--- config.mk ---
export PLATFORM = sky130hd
export DESIGN_NAME = shift_normalizer
export DESIGN_NICKNAME = d
export VERILOG_FILES = /design/src/rtl/shifter_pkg.sv /design/src/rtl/shift_normalizer.sv
export SDC_FILE = /design/constraint.sdc
export NUM_CORES = 1
export LEC_CHECK = 0
export ABC_CLOCK_PERIOD_IN_PS = 1750
export BUFFER_PORTS_ARGS = -buffer_cell sky130_fd_sc_hd__buf_4
export CORE_AREA = 2 2 55 57
export CTS_BUF_LIST = sky130_fd_sc_hd__clkbuf_8
export DETAILED_ROUTE_END_ITERATION = 7
export DIE_AREA = 0 0 57 59
export PLACE_DENSITY = 0.85
export SLEW_MARGIN = 20
export SYNTH_ARGS = -nofsm -noshare
export SYNTH_HDL_FRONTEND = slang
export SYNTH_SLANG_ARGS = --single-unit
--- constraint.sdc ---
create_clock -name clk -period 1.75 [get_ports clk]
set_clock_uncertainty 0.1 [all_clocks]
set_input_delay 0.35 -clock clk [delete_from_list [all_inputs] [get_ports clk]]
set_output_delay 0.35 -clock clk [all_outputs]
set_load 0.05 [all_outputs]
--- src/rtl/shifter_pkg.sv ---
// rtl/shifter_pkg.sv - shared widths, FSM states and shift operation helpers
//
// Purpose: common definitions for the shift normalizer.
// Contents:
//   DATA_WIDTH, CNT_WIDTH  operand and shift-count widths
//   state_e                normalizer FSM states
//   shift_op_e             one-bit shift operation encodings
//   shift1()               apply one shift operation to a word
//   target_set()           test the normalization target bit for a mode
package shifter_pkg;

  localparam int DATA_WIDTH = 16;
  localparam int CNT_WIDTH  = 4;

  typedef enum logic [1:0] {
    ST_IDLE  = 2'd0,
    ST_SHIFT = 2'd1,
    ST_DONE  = 2'd2
  } state_e;

  typedef enum logic [1:0] {
    OP_ROL = 2'b00,
    OP_SLL = 2'b01,
    OP_ROR = 2'b10,
    OP_SRL = 2'b11
  } shift_op_e;

  function automatic logic [DATA_WIDTH-1:0] shift1(input shift_op_e op,
                                                   input logic [DATA_WIDTH-1:0] v);
    logic [DATA_WIDTH-1:0] r;
    r = v;
    case (op)
      OP_ROL:  r = {v[DATA_WIDTH-2:0], v[DATA_WIDTH-1]};
      OP_SLL:  r = {v[DATA_WIDTH-2:0], 1'b0};
      OP_ROR:  r = {v[0], v[DATA_WIDTH-1:1]};
      OP_SRL:  r = {1'b0, v[DATA_WIDTH-1:1]};
      default: r = v;
    endcase
    return r;
  endfunction

  // mode 0 normalizes toward the MSB, mode 1 toward the LSB.
  function automatic logic target_set(input logic m, input logic [DATA_WIDTH-1:0] v);
    return m ? v[0] : v[DATA_WIDTH-1];
  endfunction

endpackage

--- src/rtl/shift_normalizer.sv ---
// rtl/shift_normalizer.sv - iterative one-bit-per-cycle operand normalizer
//
// Purpose: shifts an operand left until bit15 is set (mode 0) or right
// until bit0 is set (mode 1), reporting the shift count and a zero flag.
// Ports:
//   clk          clock, rising edge
//   rst_n        asynchronous active-low reset
//   inValid      request valid
//   inReady      request accepted when high (IDLE only)
//   dataIn       operand to normalize
//   mode         0 = normalize left, 1 = normalize right
//   outValid     result valid (DONE only)
//   outReady     consumer accepts result
//   dataOut      normalized operand
//   shiftAmount  number of 1-bit shifts applied
//   zero         operand was all zeros
module shift_normalizer
  import shifter_pkg::*;
(
  input  logic                  clk,
  input  logic                  rst_n,
  input  logic                  inValid,
  output logic                  inReady,
  input  logic [DATA_WIDTH-1:0] dataIn,
  input  logic                  mode,
  output logic                  outValid,
  input  logic                  outReady,
  output logic [DATA_WIDTH-1:0] dataOut,
  output logic [CNT_WIDTH-1:0]  shiftAmount,
  output logic                  zero
);

  state_e                state;
  logic [DATA_WIDTH-1:0] work;
  logic [CNT_WIDTH-1:0]  count;
  logic                  zero_q;
  logic                  mode_q;
  logic [DATA_WIDTH-1:0] shifted;

  // Logical shifts only: vacated bits fill with zero.
  assign shifted = shift1(mode_q ? OP_SRL : OP_SLL, work);

  always_ff @(posedge clk or negedge rst_n) begin
    if (!rst_n) begin
      state  <= ST_IDLE;
      work   <= '0;
      count  <= '0;
      zero_q <= 1'b0;
      mode_q <= 1'b0;
    end else begin
      case (state)
        ST_IDLE: begin
          if (inValid) begin
            work   <= dataIn;
            mode_q <= mode;
            count  <= '0;
            zero_q <= 1'b0;
            if (dataIn == '0) begin
              zero_q <= 1'b1;
              state  <= ST_DONE;
            end else if (target_set(mode, dataIn)) begin
              state <= ST_DONE;
            end else begin
              state <= ST_SHIFT;
            end
          end
        end
        ST_SHIFT: begin
          // Work is nonzero here, so the target bit is reached within 15
          // shifts and the counter cannot wrap.
          work  <= shifted;
          count <= count + 1'b1;
          if (target_set(mode_q, shifted)) state <= ST_DONE;
        end
        ST_DONE: begin
          if (outReady) state <= ST_IDLE;
        end
        default: state <= ST_IDLE;
      endcase
    end
  end

  assign inReady     = (state == ST_IDLE);
  assign outValid    = (state == ST_DONE);
  assign dataOut     = work;
  assign shiftAmount = count;
  assign zero        = zero_q;

endmodule

## After elaboration in Yosys (flattened, before gate mapping)

Index checks and enable logic that the tools add are counted.

- Word-level logic and storage cells: 36
- Input port bits: 21
- Output and inout bits: 23
- Bits in registers: 24

- Mux-type cells: 15
- Reduce and logical (&&, ||, !) cells: 7
- Equal/unequal tests: 8
- $add $sub $neg: 1

Operators by type and width:

| kind | count |
|---|---|
| one-hot mux 16 bit (4 select lines) | 1 |
| one-hot mux 16 bit (2 select lines) | 1 |
| zero test 16 bit | 1 |
| 2-to-1 mux 16 bit | 1 |
| 2-to-1 mux 2 bit | 6 |
| one-hot mux 4 bit (2 select lines) | 1 |
| equality test 2 bit, second input constant | 3 |
| one-hot mux 2 bit (3 select lines) | 1 |
| adder 4 x 1 -> 4 bit, second input constant | 1 |
| equality test 2 x 1 -> 1 bit, second input constant | 2 |
| zero test 2 bit | 2 |
| 2-to-1 mux 4 bit | 1 |
| inequality test 2 bit, second input constant | 2 |
| AND reduction 2 bit | 2 |
| 2-to-1 mux 1 bit | 3 |
| AND reduction 3 bit | 1 |
| inequality test 2 x 1 -> 1 bit, second input constant | 1 |
| nonzero test 2 bit | 1 |

## Depth between registers and ports, before layout

- Depth in word-level cells: 6
- Mapped depth: 6
- Depth with buffers taken out: 4

## Least setup slack after synthesis

Ideal clock, no wire load.

- Kind: reg-to-reg
- From: register state[1]
- To: register mode_q
- Path slack: 27 ps
- Cell stages (with the launch flop): 5
- Arrival time: 1495 ps
- Library setup time: 128 ps
- Cells stage by stage: dfrtp_1 buf_6 nor2_2 nand2_1 mux2_1

- Longest elaborated chain between the ends: 2

RTL lines:

| what | line | text |
|---|---|---|
| from (decl) | shift_normalizer.sv:33 | `state_e state;` |
| from (signal assigned) | shift_normalizer.sv:45 | `state <= ST_IDLE;` |
| from (signal assigned) | shift_normalizer.sv:60 | `state <= ST_DONE;` |
| from (signal assigned) | shift_normalizer.sv:62 | `state <= ST_DONE;` |
| zero test 2 bit | n/a |  |
| net inReady | shift_normalizer.sv:23 | `output logic inReady,` |
| AND reduction 2 bit (no source line) | n/a |  |
| to (signal assigned) | shift_normalizer.sv:55 | `mode_q <= mode;` |
| to (decl) | shift_normalizer.sv:37 | `logic mode_q;` |

The timed path passes the listed nets, and every way through them passes these cells.
A chain may end at the register's enable or synchronous reset.

## Worst setup path in the final report

- From: register state[1]
- To: output inReady

- Longest elaborated chain between the ends: 1

RTL lines:

| what | line | text |
|---|---|---|
| zero test 2 bit | shift_normalizer.sv:83 | `assign inReady = (state == ST_IDLE);` |
| to (decl) | shift_normalizer.sv:23 |  |

Every way passes these cells.

==> metrics.md <==
| Metric | Value |
|---|---|
| Diode count | `0` |
| Worst Hold Class | `in -> reg` |
| Critical path's slowest cell | `dfrtp_1` |
| Drt via density | `roughly 6.0` |
| Overflow after GRT | `0` |
| Setup slack after placement | `around 0.13 ns` |
| Max Cap Viol | `0` |
| Yosys warnings | `0` |
| Worst Reg2Reg Path Length in Cells | `2` |
| Worst skew pair latency | `between 0.2 and 0.3 ns` |
| Slew Viols, Final | `0` |
| Status | `finished clean` |
| CP Class | `reg -> out` |
| Post-Syn Nets | `~160` |
| Total track usage | `between 20% and 30%` |
| Unrepaired setup endpoints after global routing | `no` |
| Worst path required time | `~1.3 ns` |
| Root Buffer | `clkbuf_8` |
| Leakage | `0.812 nW` |
| CP Cell Sequence | `buf_4, nor2_2, buf_4` |
| Fmax | `0.593 GHz` |
| Layout cells sized above 1 | `a little under a third` |
| CP most frequent cell | `buf_4` |
| Mapped Area | `between 1000 and 1500 um^2` |
| Port Buffer Count | `43` |
| Die area | `between 3000 and 4000 um^2` |
| Crit. Startpoint | `state[1]` |
| Period utilization | `a little over nine tenths` |
| Seq/Total Area, Yosys | `between 40% and 50%` |
| Final hold vios | `0` |
| Core area | `around 2700 um^2` |
| Worst-path clk slew | `around 0.080 ns` |
| Largest net degree at the start of global routing | `25` |
| Routed len/inst | `around 16 um` |
| Initial antenna violation count | `0` |
| Die Y | `59 um` |
| Final Critical Period | `approximately 1.7 ns` |
| Pwr dens | `2120 nW/um^2` |
| CP Capture Type | `output port` |
| Distinct cells, synth | `29` |
| Critical path fanouts, max | `6` |
| First-pass DRT Iterations | `4` |
| CP Capture Point | `inReady` |
| Crit start category | `register` |
| Final setup fails | `0` |
| Antenna Nets Post-Route | `0` |
| Hold path cells | `2` |
| Total CTS buffers | `3` |
| Seq cells post-synth | `24` |
| Crit path largest cell delay | `0.46 ns` |
| Rows | `19` |
| Routability cong. | `0.817` |
| Setup TNS | `0 ns` |
| Cells after Synth | `roughly 140` |
| H-Tree Depth | `1` |
| Total Nets Final | `just over 200` |
| Critical path arrival | `roughly 1.2 ns` |
| VDD IR-drop max | `1.54 mV` |
| R2r endpoint | `dataOut[2]` |
| CTS tree | `built` |
| Vias in the first global route | `roughly 1,200` |
| Fillcell total | `about 240` |
| DRC | `0` |
| Initial Util | `between 50% and 60%` |
| IO Count | `44` |
| Total wire length | `around 3400 um` |
| Clock buffer depth | `2` |
| First-pass GRT wire length | `5800 um` |
| R2R Path Start | `state[1]` |
| Rel. slew slack | `between 40% and 50%` |
| Clock Sink Count | `24` |
| Synthesized area per cell | `10.2 um^2` |
| Area Growth Syn to Fin | `28.7%` |
| Dpl hpwl | `2460 um` |
| Vias post-DR | `about 1,300` |
| Worst Tran Pin Value | `about 0.85 ns` |
| R2r setup slk | `0.21 ns` |
| Worst setup margin | `0.0646 ns` |
| Die X | `around 57 um` |
| DR iter-0 viols | `between 40 and 50` |
-- cell type report --
class / instances / area (um^2) / area share (%)
Multi-Input combinational cell: 100 / 694 / 38.9
Sequential cell: 24 / 601 / 33.7
Timing Repair Buffer: 50 / 390 / 21.9
Clock buffer: 4 / 55.1 / 3.09
Tap cell: 31 / 38.8 / 2.18
Inverter: 1 / 3.75 / 0.211
-- registers in the layout, indices dropped and copies added (netlist names) --
name / count
state: 2
shiftAmount: 4
zero: 1
mode_q: 1
dataOut: 16
-- repair_timing --
item | CTS | global route
endpoints found under the hold margin | 24 | 0
gates resized for setup | 0 | 0
setup endpoints to repair | 0 | 0
hold buffers | 1 | 0
buffers inserted | 0 | 0
-- cell usage in the layout (no fill, tap or decap) --
cell type,netlist,routed
dfrtp_1,24,24
nor2b_1,3,3
o22a_1,13,13
o22ai_1,1,1
buf_4,2,48
nand3_1,1,1
nand2b_1,2,2
xor2_1,1,1
buf_12,0,1
o21ai_0,5,5
nor3_1,1,1
nor4_1,4,4
ha_1,1,1
a22o_1,2,2
mux2i_1,16,16
nor2_1,4,4
dlygate4sd3_1,0,1
a211o_1,1,1
nor3b_1,14,14
nand4_1,1,1
inv_1,1,1
nor2_2,1,1
o21ai_1,1,1
or2_1,1,1
nand2_1,8,8
clkbuf_8,0,4
a21oi_1,18,18
mux2_1,1,1
-- metrics by stage --
step                      power [mW]  std cells  instance area (um^2)  hold slack, ns  util (%)
after CTS                       3.79        210                  1780           0.214      65.8
after global routing            4.01        210                  1780           0.217      65.8
final                           3.78        210                  1780           0.219      65.8
after detailed placement        3.40        205                  1720           0.168      63.4
after floorplan                 2.78        136                  1390         -0.0456         -
after global placement          3.35        205                  1720           0.163      63.4
-- worst max-delay path: cells and delay by family, from the launching register on --
family | cells | cell delay (ns)
buffers and inverters | 2 | 0.39
flip-flops | 1 | 0.46
AND/OR/NAND/NOR | 1 | 0.11
-- worst min path at each step --
stage / start / to / slack, ns
after floorplan: rst_n / dataOut[0] / -0.05
after global placement: rst_n / zero / 0.16
after detailed placement: rst_n / zero / 0.17
after CTS: mode / mode_q / 0.21
after global routing: mode / mode_q / 0.22
final: mode / mode_q / 0.22
-- where the power goes --
part	leakage [nW]	switching [mW]	internal (mW)
combinational	0.501	1.48	0.872
sequential	0.282	0.268	0.788
clock	0.0288	0.177	0.201
-- cells by family (layout without fill, tap and decap cells) --
kind of cell / Yosys count / after routing / share of synthesized area (%)
xor+xnor: 1 / 1 / 0.632
simple gates: 40 / 40 / 17.0
flops: 24 / 24 / 43.4
buf+inv: 12 / 55 / 6.50
mux: 17 / 17 / 12.4
compound gates: 41 / 41 / 19.2
fa+ha+maj: 1 / 1 / 0.903
-- synth_stat cells (all sizes together) --
cell type / number / area, um^2
a211o: 1 / 8.76
a21oi: 18 / 90.1
a22o: 2 / 17.5
buf: 9 / 78.8
clkbuf: 2 / 7.51
dfrtp: 24 / 601
ha: 1 / 12.5
inv: 1 / 3.75
mux2: 1 / 11.3
mux2i: 16 / 160
nand2: 8 / 30.0
nand2b: 2 / 12.5
nand3: 1 / 5.00
nand4: 1 / 6.26
nor2: 5 / 21.3
nor2b: 3 / 18.8
nor3: 1 / 5.00
nor3b: 14 / 105
nor4: 4 / 25.0
o21ai: 6 / 30.0
o22a: 13 / 114
o22ai: 1 / 6.26
or2: 1 / 6.26
xor2: 1 / 8.76
-- metal layers --
| metal | global-route usage, % | wire length (um) |
|---|---|---|
| met2 | 36.1 | 1590 |
| met3 | 3.28 | 234 |
| met4 | 7.64 | 41 |
| met1 | 29.4 | 1530 |
| met5 | 0 | 0 |
Power figures use the tool's default switching activity.
